<file path="src/rtl/mips_lsu_pkg.sv">
// Shared types and decode helpers for the MIPS load/store initiator.
package mips_lsu_pkg;

  localparam int LSU_ADDR_W = 32;
  localparam int LSU_DATA_W = 32;

  typedef enum logic [2:0] {
    LSU_LB  = 3'd0,
    LSU_LBU = 3'd1,
    LSU_LH  = 3'd2,
    LSU_LHU = 3'd3,
    LSU_LW  = 3'd4,
    LSU_SB  = 3'd5,
    LSU_SH  = 3'd6,
    LSU_SW  = 3'd7
  } lsu_op_t;

  typedef enum logic [1:0] {
    IDLE,
    ACCESS,
    WAIT,
    RESP
  } lsu_state_t;

  function automatic logic is_store(input lsu_op_t op);
    return op inside {LSU_SB, LSU_SH, LSU_SW};
  endfunction

  function automatic logic is_load(input lsu_op_t op);
    return !is_store(op);
  endfunction

  function automatic logic is_byte(input lsu_op_t op);
    return op inside {LSU_LB, LSU_LBU, LSU_SB};
  endfunction

  function automatic logic is_half(input lsu_op_t op);
    return op inside {LSU_LH, LSU_LHU, LSU_SH};
  endfunction

  // Halfwords drop addr[0], words drop addr[1:0].
  function automatic logic [1:0] eff_off(input lsu_op_t op,
                                         input logic [1:0] o);
    if (is_byte(op)) return o;
    if (is_half(op)) return {o[1], 1'b0};
    return 2'b00;
  endfunction

  function automatic logic misaligned(input lsu_op_t op,
                                      input logic [1:0] o);
    if (is_byte(op)) return 1'b0;
    if (is_half(op)) return o[0];
    return o != 2'b00;
  endfunction

endpackage

</file>
<file path="src/rtl/mips_load_store_initiator_if.sv">
// Request/response and data-memory bus bundle for the load/store initiator.
interface mips_load_store_initiator_if;
  import mips_lsu_pkg::*;

  logic                  req_valid;
  logic                  req_ready;
  lsu_op_t               req_op;
  logic [LSU_ADDR_W-1:0] req_addr;
  logic [LSU_DATA_W-1:0] req_wdata;
  logic                  resp_valid;
  logic [LSU_DATA_W-1:0] resp_rdata;
  logic                  resp_err;
  logic                  mem_active;
  logic [LSU_ADDR_W-1:0] mem_address;
  logic                  mem_wr_en;
  logic                  mem_read_en;
  logic [3:0]            mem_byte_en;
  logic [LSU_DATA_W-1:0] mem_data_in;
  logic [LSU_DATA_W-1:0] mem_data_out;

  modport master (
    input  req_valid, req_op, req_addr, req_wdata, mem_data_out,
    output req_ready, resp_valid, resp_rdata, resp_err,
    output mem_active, mem_address, mem_wr_en, mem_read_en,
    output mem_byte_en, mem_data_in
  );

  modport slave (
    output req_valid, req_op, req_addr, req_wdata, mem_data_out,
    input  req_ready, resp_valid, resp_rdata, resp_err,
    input  mem_active, mem_address, mem_wr_en, mem_read_en,
    input  mem_byte_en, mem_data_in
  );

endinterface

</file>
<file path="src/rtl/mips_lsu_lane_align.sv">
// Store lane packing / byte enables and load byte extraction / extension.
module mips_lsu_lane_align
  import mips_lsu_pkg::*;
(
  input  lsu_op_t     i_op,
  input  logic [1:0]  i_off,
  input  logic [31:0] i_wdata,
  input  logic [31:0] i_rdata_raw,
  output logic [3:0]  o_byte_en,
  output logic [31:0] o_data_in,
  output logic [31:0] o_rdata
);

  logic [4:0]  w_sh;
  logic [7:0]  w_byte;
  logic [15:0] w_half;

  // Read data is big-endian across the word: byte o sits at [31-8o -: 8].
  assign w_sh   = {i_off, 3'b000};
  assign w_byte = i_rdata_raw[5'd31 - w_sh -: 8];
  assign w_half = {w_byte, i_rdata_raw[5'd23 - w_sh -: 8]};

  always_comb begin
    o_byte_en = 4'h0;
    o_data_in = '0;
    o_rdata   = '0;
    unique case (i_op)
      LSU_LB: begin
        o_byte_en = 4'b0001 << i_off;
        o_rdata   = {{24{w_byte[7]}}, w_byte};
      end
      LSU_LBU: begin
        o_byte_en = 4'b0001 << i_off;
        o_rdata   = {24'h0, w_byte};
      end
      LSU_LH: begin
        o_byte_en = 4'b0011 << i_off;
        o_rdata   = {{16{w_half[15]}}, w_half};
      end
      LSU_LHU: begin
        o_byte_en = 4'b0011 << i_off;
        o_rdata   = {16'h0, w_half};
      end
      LSU_LW: begin
        o_byte_en = 4'hF;
        o_rdata   = i_rdata_raw;
      end
      LSU_SB: begin
        o_byte_en = 4'b0001 << i_off;
        o_data_in = {24'h0, i_wdata[7:0]} << w_sh;
      end
      LSU_SH: begin
        o_byte_en = 4'b0011 << i_off;
        o_data_in = {16'h0, i_wdata[7:0], i_wdata[15:8]} << w_sh;
      end
      LSU_SW: begin
        o_byte_en = 4'hF;
        o_data_in = {i_wdata[7:0], i_wdata[15:8],
                     i_wdata[23:16], i_wdata[31:24]};
      end
    endcase
  end

endmodule

</file>
<file path="src/rtl/mips_load_store_initiator.sv">
// CPU-side load/store initiator for the byte-addressed MIPS data memory.
// Optional MIPS_LSU_ADDR_ERR_EN: misaligned half/word accesses report resp_err.
module mips_load_store_initiator
  import mips_lsu_pkg::*;
#(
  parameter int ADDR_W = 32,
  parameter int DATA_W = 32
) (
  input  logic                        clk,
  input  logic                        reset,
  input  logic                        halt,
  mips_load_store_initiator_if.master bus
);

  lsu_state_t        r_state;
  lsu_state_t        w_next;
  lsu_op_t           r_op;
  logic [1:0]        r_off;
  logic [ADDR_W-1:0] r_mem_addr;
  logic [DATA_W-1:0] r_mem_din;
  logic [DATA_W-1:0] r_rdata;
  logic [3:0]        r_be;
  logic              r_wr;
  logic              r_rd;
  logic              r_resp_valid;
  logic              r_resp_err;
  logic              r_active;
  logic              r_halt_seen;

  logic              w_idle;
  logic              w_accept;
  logic              w_err;
  lsu_op_t           w_op;
  logic [1:0]        w_off_in;
  logic [1:0]        w_off;
  logic [3:0]        w_be;
  logic [DATA_W-1:0] w_din;
  logic [DATA_W-1:0] w_rdata;

  assign w_idle        = r_state == IDLE;
  assign bus.req_ready = w_idle & r_active & ~halt & ~r_halt_seen;
  assign w_accept      = bus.req_valid & bus.req_ready;
  assign w_off_in      = eff_off(bus.req_op, bus.req_addr[1:0]);

`ifdef MIPS_LSU_ADDR_ERR_EN
  assign w_err = misaligned(bus.req_op, bus.req_addr[1:0]);
`else
  assign w_err = 1'b0;
`endif

  // Packing uses the live request in IDLE, extraction the held one later.
  assign w_op  = w_idle ? bus.req_op : r_op;
  assign w_off = w_idle ? w_off_in : r_off;

  mips_lsu_lane_align u_align (
    .i_op       (w_op),
    .i_off      (w_off),
    .i_wdata    (bus.req_wdata),
    .i_rdata_raw(bus.mem_data_out),
    .o_byte_en  (w_be),
    .o_data_in  (w_din),
    .o_rdata    (w_rdata)
  );

  always_ff @(posedge clk or posedge reset) begin
    if (reset) r_state <= IDLE;
    else       r_state <= w_next;
  end

  always_comb begin
    w_next = r_state;
    unique case (r_state)
      IDLE:   if (w_accept) w_next = w_err ? RESP : ACCESS;
      ACCESS: w_next = is_store(r_op) ? RESP : WAIT;
      WAIT:   w_next = RESP;
      RESP:   w_next = IDLE;
    endcase
  end

  always_ff @(posedge clk or posedge reset) begin
    if (reset) begin
      r_op         <= LSU_LB;
      r_off        <= 2'b00;
      r_mem_addr   <= '0;
      r_mem_din    <= '0;
      r_rdata      <= '0;
      r_be         <= 4'h0;
      r_wr         <= 1'b0;
      r_rd         <= 1'b0;
      r_resp_valid <= 1'b0;
      r_resp_err   <= 1'b0;
    end else begin
      r_mem_addr   <= '0;
      r_mem_din    <= '0;
      r_rdata      <= '0;
      r_be         <= 4'h0;
      r_wr         <= 1'b0;
      r_rd         <= 1'b0;
      r_resp_valid <= 1'b0;
      r_resp_err   <= 1'b0;
      if (w_idle && w_accept) begin
        r_op  <= bus.req_op;
        r_off <= w_off_in;
        if (w_err) begin
          r_resp_valid <= 1'b1;
          r_resp_err   <= 1'b1;
        end else begin
          r_mem_addr <= {bus.req_addr[ADDR_W-1:2], 2'b00};
          r_be       <= w_be;
          r_mem_din  <= w_din;
          r_wr       <= is_store(bus.req_op);
          r_rd       <= is_load(bus.req_op);
        end
      end
      if (r_state == ACCESS && is_store(r_op)) r_resp_valid <= 1'b1;
      if (r_state == WAIT) begin
        r_resp_valid <= 1'b1;
        r_rdata      <= w_rdata;
      end
    end
  end

  // mem_active may only drop between accesses; halt is remembered until reset.
  always_ff @(posedge clk or posedge reset) begin
    if (reset) begin
      r_active    <= 1'b0;
      r_halt_seen <= 1'b0;
    end else begin
      r_halt_seen <= r_halt_seen | halt;
      if (w_idle && (halt || r_halt_seen)) r_active <= 1'b0;
      else if (!halt && !r_halt_seen)      r_active <= 1'b1;
    end
  end

  assign bus.resp_valid  = r_resp_valid;
  assign bus.resp_rdata  = r_rdata;
  assign bus.resp_err    = r_resp_err;
  assign bus.mem_active  = r_active;
  assign bus.mem_address = r_mem_addr;
  assign bus.mem_wr_en   = r_wr;
  assign bus.mem_read_en = r_rd;
  assign bus.mem_byte_en = r_be;
  assign bus.mem_data_in = r_mem_din;

endmodule

</file>
<file path="src/flat_wrapper.sv">
// flat-port wrapper written by rule: the top's interface ports become plain ports
module mips_load_store_initiator_flat import mips_lsu_pkg::*;
#(
  parameter int ADDR_W = 32,
  parameter int DATA_W = 32
)
  (clk, reset, halt, bus_req_valid, bus_req_op, bus_req_addr, bus_req_wdata, bus_mem_data_out, bus_req_ready, bus_resp_valid, bus_resp_rdata, bus_resp_err, bus_mem_active, bus_mem_address, bus_mem_wr_en, bus_mem_read_en, bus_mem_byte_en, bus_mem_data_in);
  mips_load_store_initiator_if bus_i ();
  input  logic clk;
  input  logic reset;
  input  logic halt;
  input wire logic [$bits(bus_i.req_valid)-1:0] bus_req_valid;
  input wire logic [$bits(bus_i.req_op)-1:0] bus_req_op;
  input wire logic [$bits(bus_i.req_addr)-1:0] bus_req_addr;
  input wire logic [$bits(bus_i.req_wdata)-1:0] bus_req_wdata;
  input wire logic [$bits(bus_i.mem_data_out)-1:0] bus_mem_data_out;
  output wire logic [$bits(bus_i.req_ready)-1:0] bus_req_ready;
  output wire logic [$bits(bus_i.resp_valid)-1:0] bus_resp_valid;
  output wire logic [$bits(bus_i.resp_rdata)-1:0] bus_resp_rdata;
  output wire logic [$bits(bus_i.resp_err)-1:0] bus_resp_err;
  output wire logic [$bits(bus_i.mem_active)-1:0] bus_mem_active;
  output wire logic [$bits(bus_i.mem_address)-1:0] bus_mem_address;
  output wire logic [$bits(bus_i.mem_wr_en)-1:0] bus_mem_wr_en;
  output wire logic [$bits(bus_i.mem_read_en)-1:0] bus_mem_read_en;
  output wire logic [$bits(bus_i.mem_byte_en)-1:0] bus_mem_byte_en;
  output wire logic [$bits(bus_i.mem_data_in)-1:0] bus_mem_data_in;
  assign bus_i.req_valid = bus_req_valid;
  assign bus_i.req_op = bus_req_op;
  assign bus_i.req_addr = bus_req_addr;
  assign bus_i.req_wdata = bus_req_wdata;
  assign bus_i.mem_data_out = bus_mem_data_out;
  assign bus_req_ready = bus_i.req_ready;
  assign bus_resp_valid = bus_i.resp_valid;
  assign bus_resp_rdata = bus_i.resp_rdata;
  assign bus_resp_err = bus_i.resp_err;
  assign bus_mem_active = bus_i.mem_active;
  assign bus_mem_address = bus_i.mem_address;
  assign bus_mem_wr_en = bus_i.mem_wr_en;
  assign bus_mem_read_en = bus_i.mem_read_en;
  assign bus_mem_byte_en = bus_i.mem_byte_en;
  assign bus_mem_data_in = bus_i.mem_data_in;
  mips_load_store_initiator #(.ADDR_W(ADDR_W), .DATA_W(DATA_W)) u_core (.clk(clk), .reset(reset), .halt(halt), .bus(bus_i));
endmodule
</file>
<file path="config.mk">
export PLATFORM = sky130hd
export DESIGN_NAME = mips_load_store_initiator_flat
export DESIGN_NICKNAME = d
export VERILOG_FILES = /design/src/rtl/mips_lsu_pkg.sv /design/src/rtl/mips_load_store_initiator_if.sv /design/src/rtl/mips_lsu_lane_align.sv /design/src/rtl/mips_load_store_initiator.sv /design/src/flat_wrapper.sv
export SDC_FILE = /design/constraint.sdc
export NUM_CORES = 1
export LEC_CHECK = 0
export BUFFER_PORTS_ARGS = -buffer_cell sky130_fd_sc_hd__buf_2
export CAP_MARGIN = 10
export CORE_ASPECT_RATIO = 1.4
export CORE_UTILIZATION = 29
export DETAILED_ROUTE_END_ITERATION = 10
export HOLD_SLACK_MARGIN = 0.15
export PLACE_DENSITY_LB_ADDON = 0.12
export SLEW_MARGIN = 25
export SYNTH_ARGS = -nofsm -noshare
export SYNTH_HDL_FRONTEND = slang
export SYNTH_HIERARCHICAL = 1
export SYNTH_SLANG_ARGS = --single-unit
</file>
<file path="constraint.sdc">
create_clock -name clk -period 6.4 [get_ports clk]
set_input_delay 0 -clock clk [delete_from_list [all_inputs] [get_ports clk]]
set_output_delay 0 -clock clk [all_outputs]
set_load 0.01 [all_outputs]
</file>
==> results.toml <==
[clock_tree]
cts_buffers = 9
clock_latency_ns = 0.35
cts_buffer_depth = 2
cts.clk_slew.worst_paths_ns = 0.08
ctsHoldBuffers = 112
postCtsSetupBuffers = 0
cts_resized = 0
cts_tree = "done"
cts-htree-levels = 3
cts_num_sinks = 110
cts_root_buf = "clkbuf_16"

[logic_synthesis]
synth_edf_count = 0
ys_seq_elements = 110
synth_area_leaders = "dfrtp_1 49%, and2_1 10%, mux2i_1 5.2%"
yosysUniqueCellTypes = 52
synth_top_area_share_pct = 49.4
synthAdderAreaFrac_pct = 1.12
ys.flop_type = "dfrtp_1"
syn_area_sq_um = 5570
synthSimpleGateAreaFrac_pct = 20.4
synth_top_cell_by_area = "dfrtp_1"
avgSynthCellArea_sq_um = 10.4
synth_top_family_by_area = "simple AND/OR/NAND/NOR gates"
async_flop_share_pct = 100
yosysSeqAreaShare_pct = 49.4
synth_xor_area_share_pct = 0.808
synth_compound_area_share_pct = 13.0
syn_inst = 535
ys_warn_count = 6
synth_mux_area_share_pct = 10.1
post-synth-top-count-cell = "dfrtp_1"
synth_commonest_cells = "110 x dfrtp_1, 92 x and2_1, 67 x nand2_1"

[critical_path]
path_cells = "inv_1 > ha_1 > mux2_2 > inv_1 > ha_1 > mux2_2 > a21oi_1 > a31oi_1 > and2_1"
crit_buf_inv = 2
setup.worst_path.end = "u_core/bus.resp_rdata[0]"
crit_path_end_kind = "flip-flop"
critPathTopFamily = "adder cells"
cp.required_ns = 6.65
slowest_stage = "ha_1"
crit_start = "u_core/r_state[0]"
crit_path_start_kind = "flip-flop"
worstSetupPathType = "reg2reg"
cp_data_arrival_time_ns = 4.37
rr_endpoint = "u_core/bus.resp_rdata[0]"
critical_path.max_stage_delay_ns = 1.00
timing.rr.start = "u_core/r_state[0]"
r2r_slack_ns = 2.27
crit_fanout = 29
critical_path_cell_count = 9
r2r_cells = 9

[grt]
grt_max_degree = 65
antenna_found_initial = 0
use_met3_pct = 2.99
grtUsageTotal_pct = 18.4
overflow = 0
grtUsageMet1_pct = 20.5
met2_usage_pct = 33.6
grt_pass1_wl_mm = 28.1
busiest_layer = "met2"
first_global_vias = 5370

[outcome]
status = "complete, no violations"

[worst_hold_path]
hp-class = "in2reg"

[drt]
drt_first_pass_iters = 5
final_antenna_net_count = 0
drt_iter0_drc = 266
vias = 5106
wire_per_inst_microns = 16.6
vias_per_cell = 4.74
drc = 0
drt-total-wl_mm = 17.9

[floorplan]
core_area_sq_um = 18700
num_rows = 59
ios = 209
die_area_sq_um = 19800
die_h_microns = 166
fp.dieW_microns = 119
start_util_pct = 29.8

[sta]
clock_skew_ns = 0.0111
drv_slew = 0
setup_slack_ns = 2.27
worstMarginPinSlew_ns = 0.875
finalSetupViolations = 0
fmax_mhz = 242
rsz0062_at_grt = "no"
setup_tns_ns = 0
finalCritPeriodShare_pct = 64.5
hold_viol = 0
relSlewSlack_pct = 41.4
finalCriticalPeriod_ns = 4.13

[pwr]
p_leak_nw = 4.15
power_density_nw_per_um2 = 277
max-vdd-ir-drop_v = 0.000137

[place]
dp_worst_setup_slack_ns = 2.32
globalplace.congestion = 0.805
numPortBuffers = 205
place.detailed.hpwl_mm = 12.3

[cells_and_area]
drive_above_1_share_pct = 32.3
diodes = 0
syn_to_final_growth_pct = 45.7
nets = 936

[flow_run]
maxCapViolations = 0
## worst min-delay path, stage by stage
cell and delay, ns:
buf_2 0.10, a22oi_1 0.08, o22ai_1 0.18, and2_1 0.16
## stage by stage
step                      hold WS (ns)  area, sq um  std cells  total power [mW]  utilization [%]
after floorplan                  0.129         5580        537              1.36                -
after global placement           0.115         6690        949              1.59             35.8
after detailed placement         0.115         6690        949              1.61             35.8
after CTS                        0.176         8120       1077              2.28             43.5
after global routing             0.182         8120       1077              2.39             43.5
final                            0.202         8120       1077              2.25             43.5
## metal layers
layer  up-vias  part of all wire, %
li1       2408                    -
met1      2463                   39
met2       211                   53
met3        24                  5.2
met4         0                  2.7
met5         -                    0
## cells in the final DEF, fill, tap and decap left out, types with 3 or more instances in the layout
cell           synthesis  layout
dfrtp_1              110     110
mux2_2                16      16
buf_2                 13     205
conb_1                 1       3
dlygate4sd3_1          0     112
clkbuf_16              0       9
ha_1                   5       4
o21ai_0               25      25
nor3_2                 3       3
and2_1                92      92
and2_2                 7       7
mux2i_1               29      29
a31oi_1                8       8
a22oi_1                9       9
nor2_1                 3       3
mux2_4                 3       3
a22o_1                14      14
inv_1                  8       7
a211o_1                7       7
buf_4                  9       3
a21oi_1               25      25
o21ai_1                6       6
nand3_1                9       9
nand2_1               67      67
o22ai_1               16      16
## where the power goes
group	total, mW	switching (mW)	internal [mW]
Sequential	0.808	0.0349	0.773
Combinational	0.867	0.491	0.376
Clock	0.573	0.291	0.282
Total	2.25	0.817	1.43
## state kept, by name (all words and copies together) (netlist names), 2 cells and up
register                flops
u_core/bus.mem_data_in     32
u_core/bus.resp_rdata      32
u_core/bus.mem_address     30
u_core/bus.mem_byte_en      4
u_core/r_op                 3
u_core/r_off                2
u_core/r_state              2
## worst min-delay path by stage
stage	startpoint	end	slack (ns)	cells after the start
finish	bus_req_wdata[11]	u_core/bus.mem_data_in[19]	0.20	4
global route	bus_req_addr[0]	u_core/r_off[0]	0.18	3
CTS	bus_req_wdata[11]	u_core/bus.mem_data_in[19]	0.18	4
detailed placement	reset	u_core/bus.mem_address[17]	0.11	2
global placement	reset	u_core/bus.mem_address[17]	0.11	2
floorplan	bus_req_addr[10]	u_core/bus.mem_address[10]	0.13	1
## layout make-up
| cell class | count | area (sq um) |
|---|---|---|
| clock buffers | 9 | 225 |
| clock inverters | 7 | 81.3 |
| fillers | 1813 | 10600 |
| inverters | 10 | 40.0 |
| multi-input cells | 377 | 2550 |
| flip-flops and latches | 110 | 2750 |
| well taps | 244 | 305 |
| repair buffers | 320 | 2170 |
## kinds of logic after synthesis
kind of cell               Yosys count
AOI/OAI and AO/OA                  115
xor gates and xnor gates             3
adders and majority gates            5
buffers and inverters               50
DFF                                110
muxes                               51
other                                1
and+or+nand+nor                    200
Power figures use the tool's default switching activity.
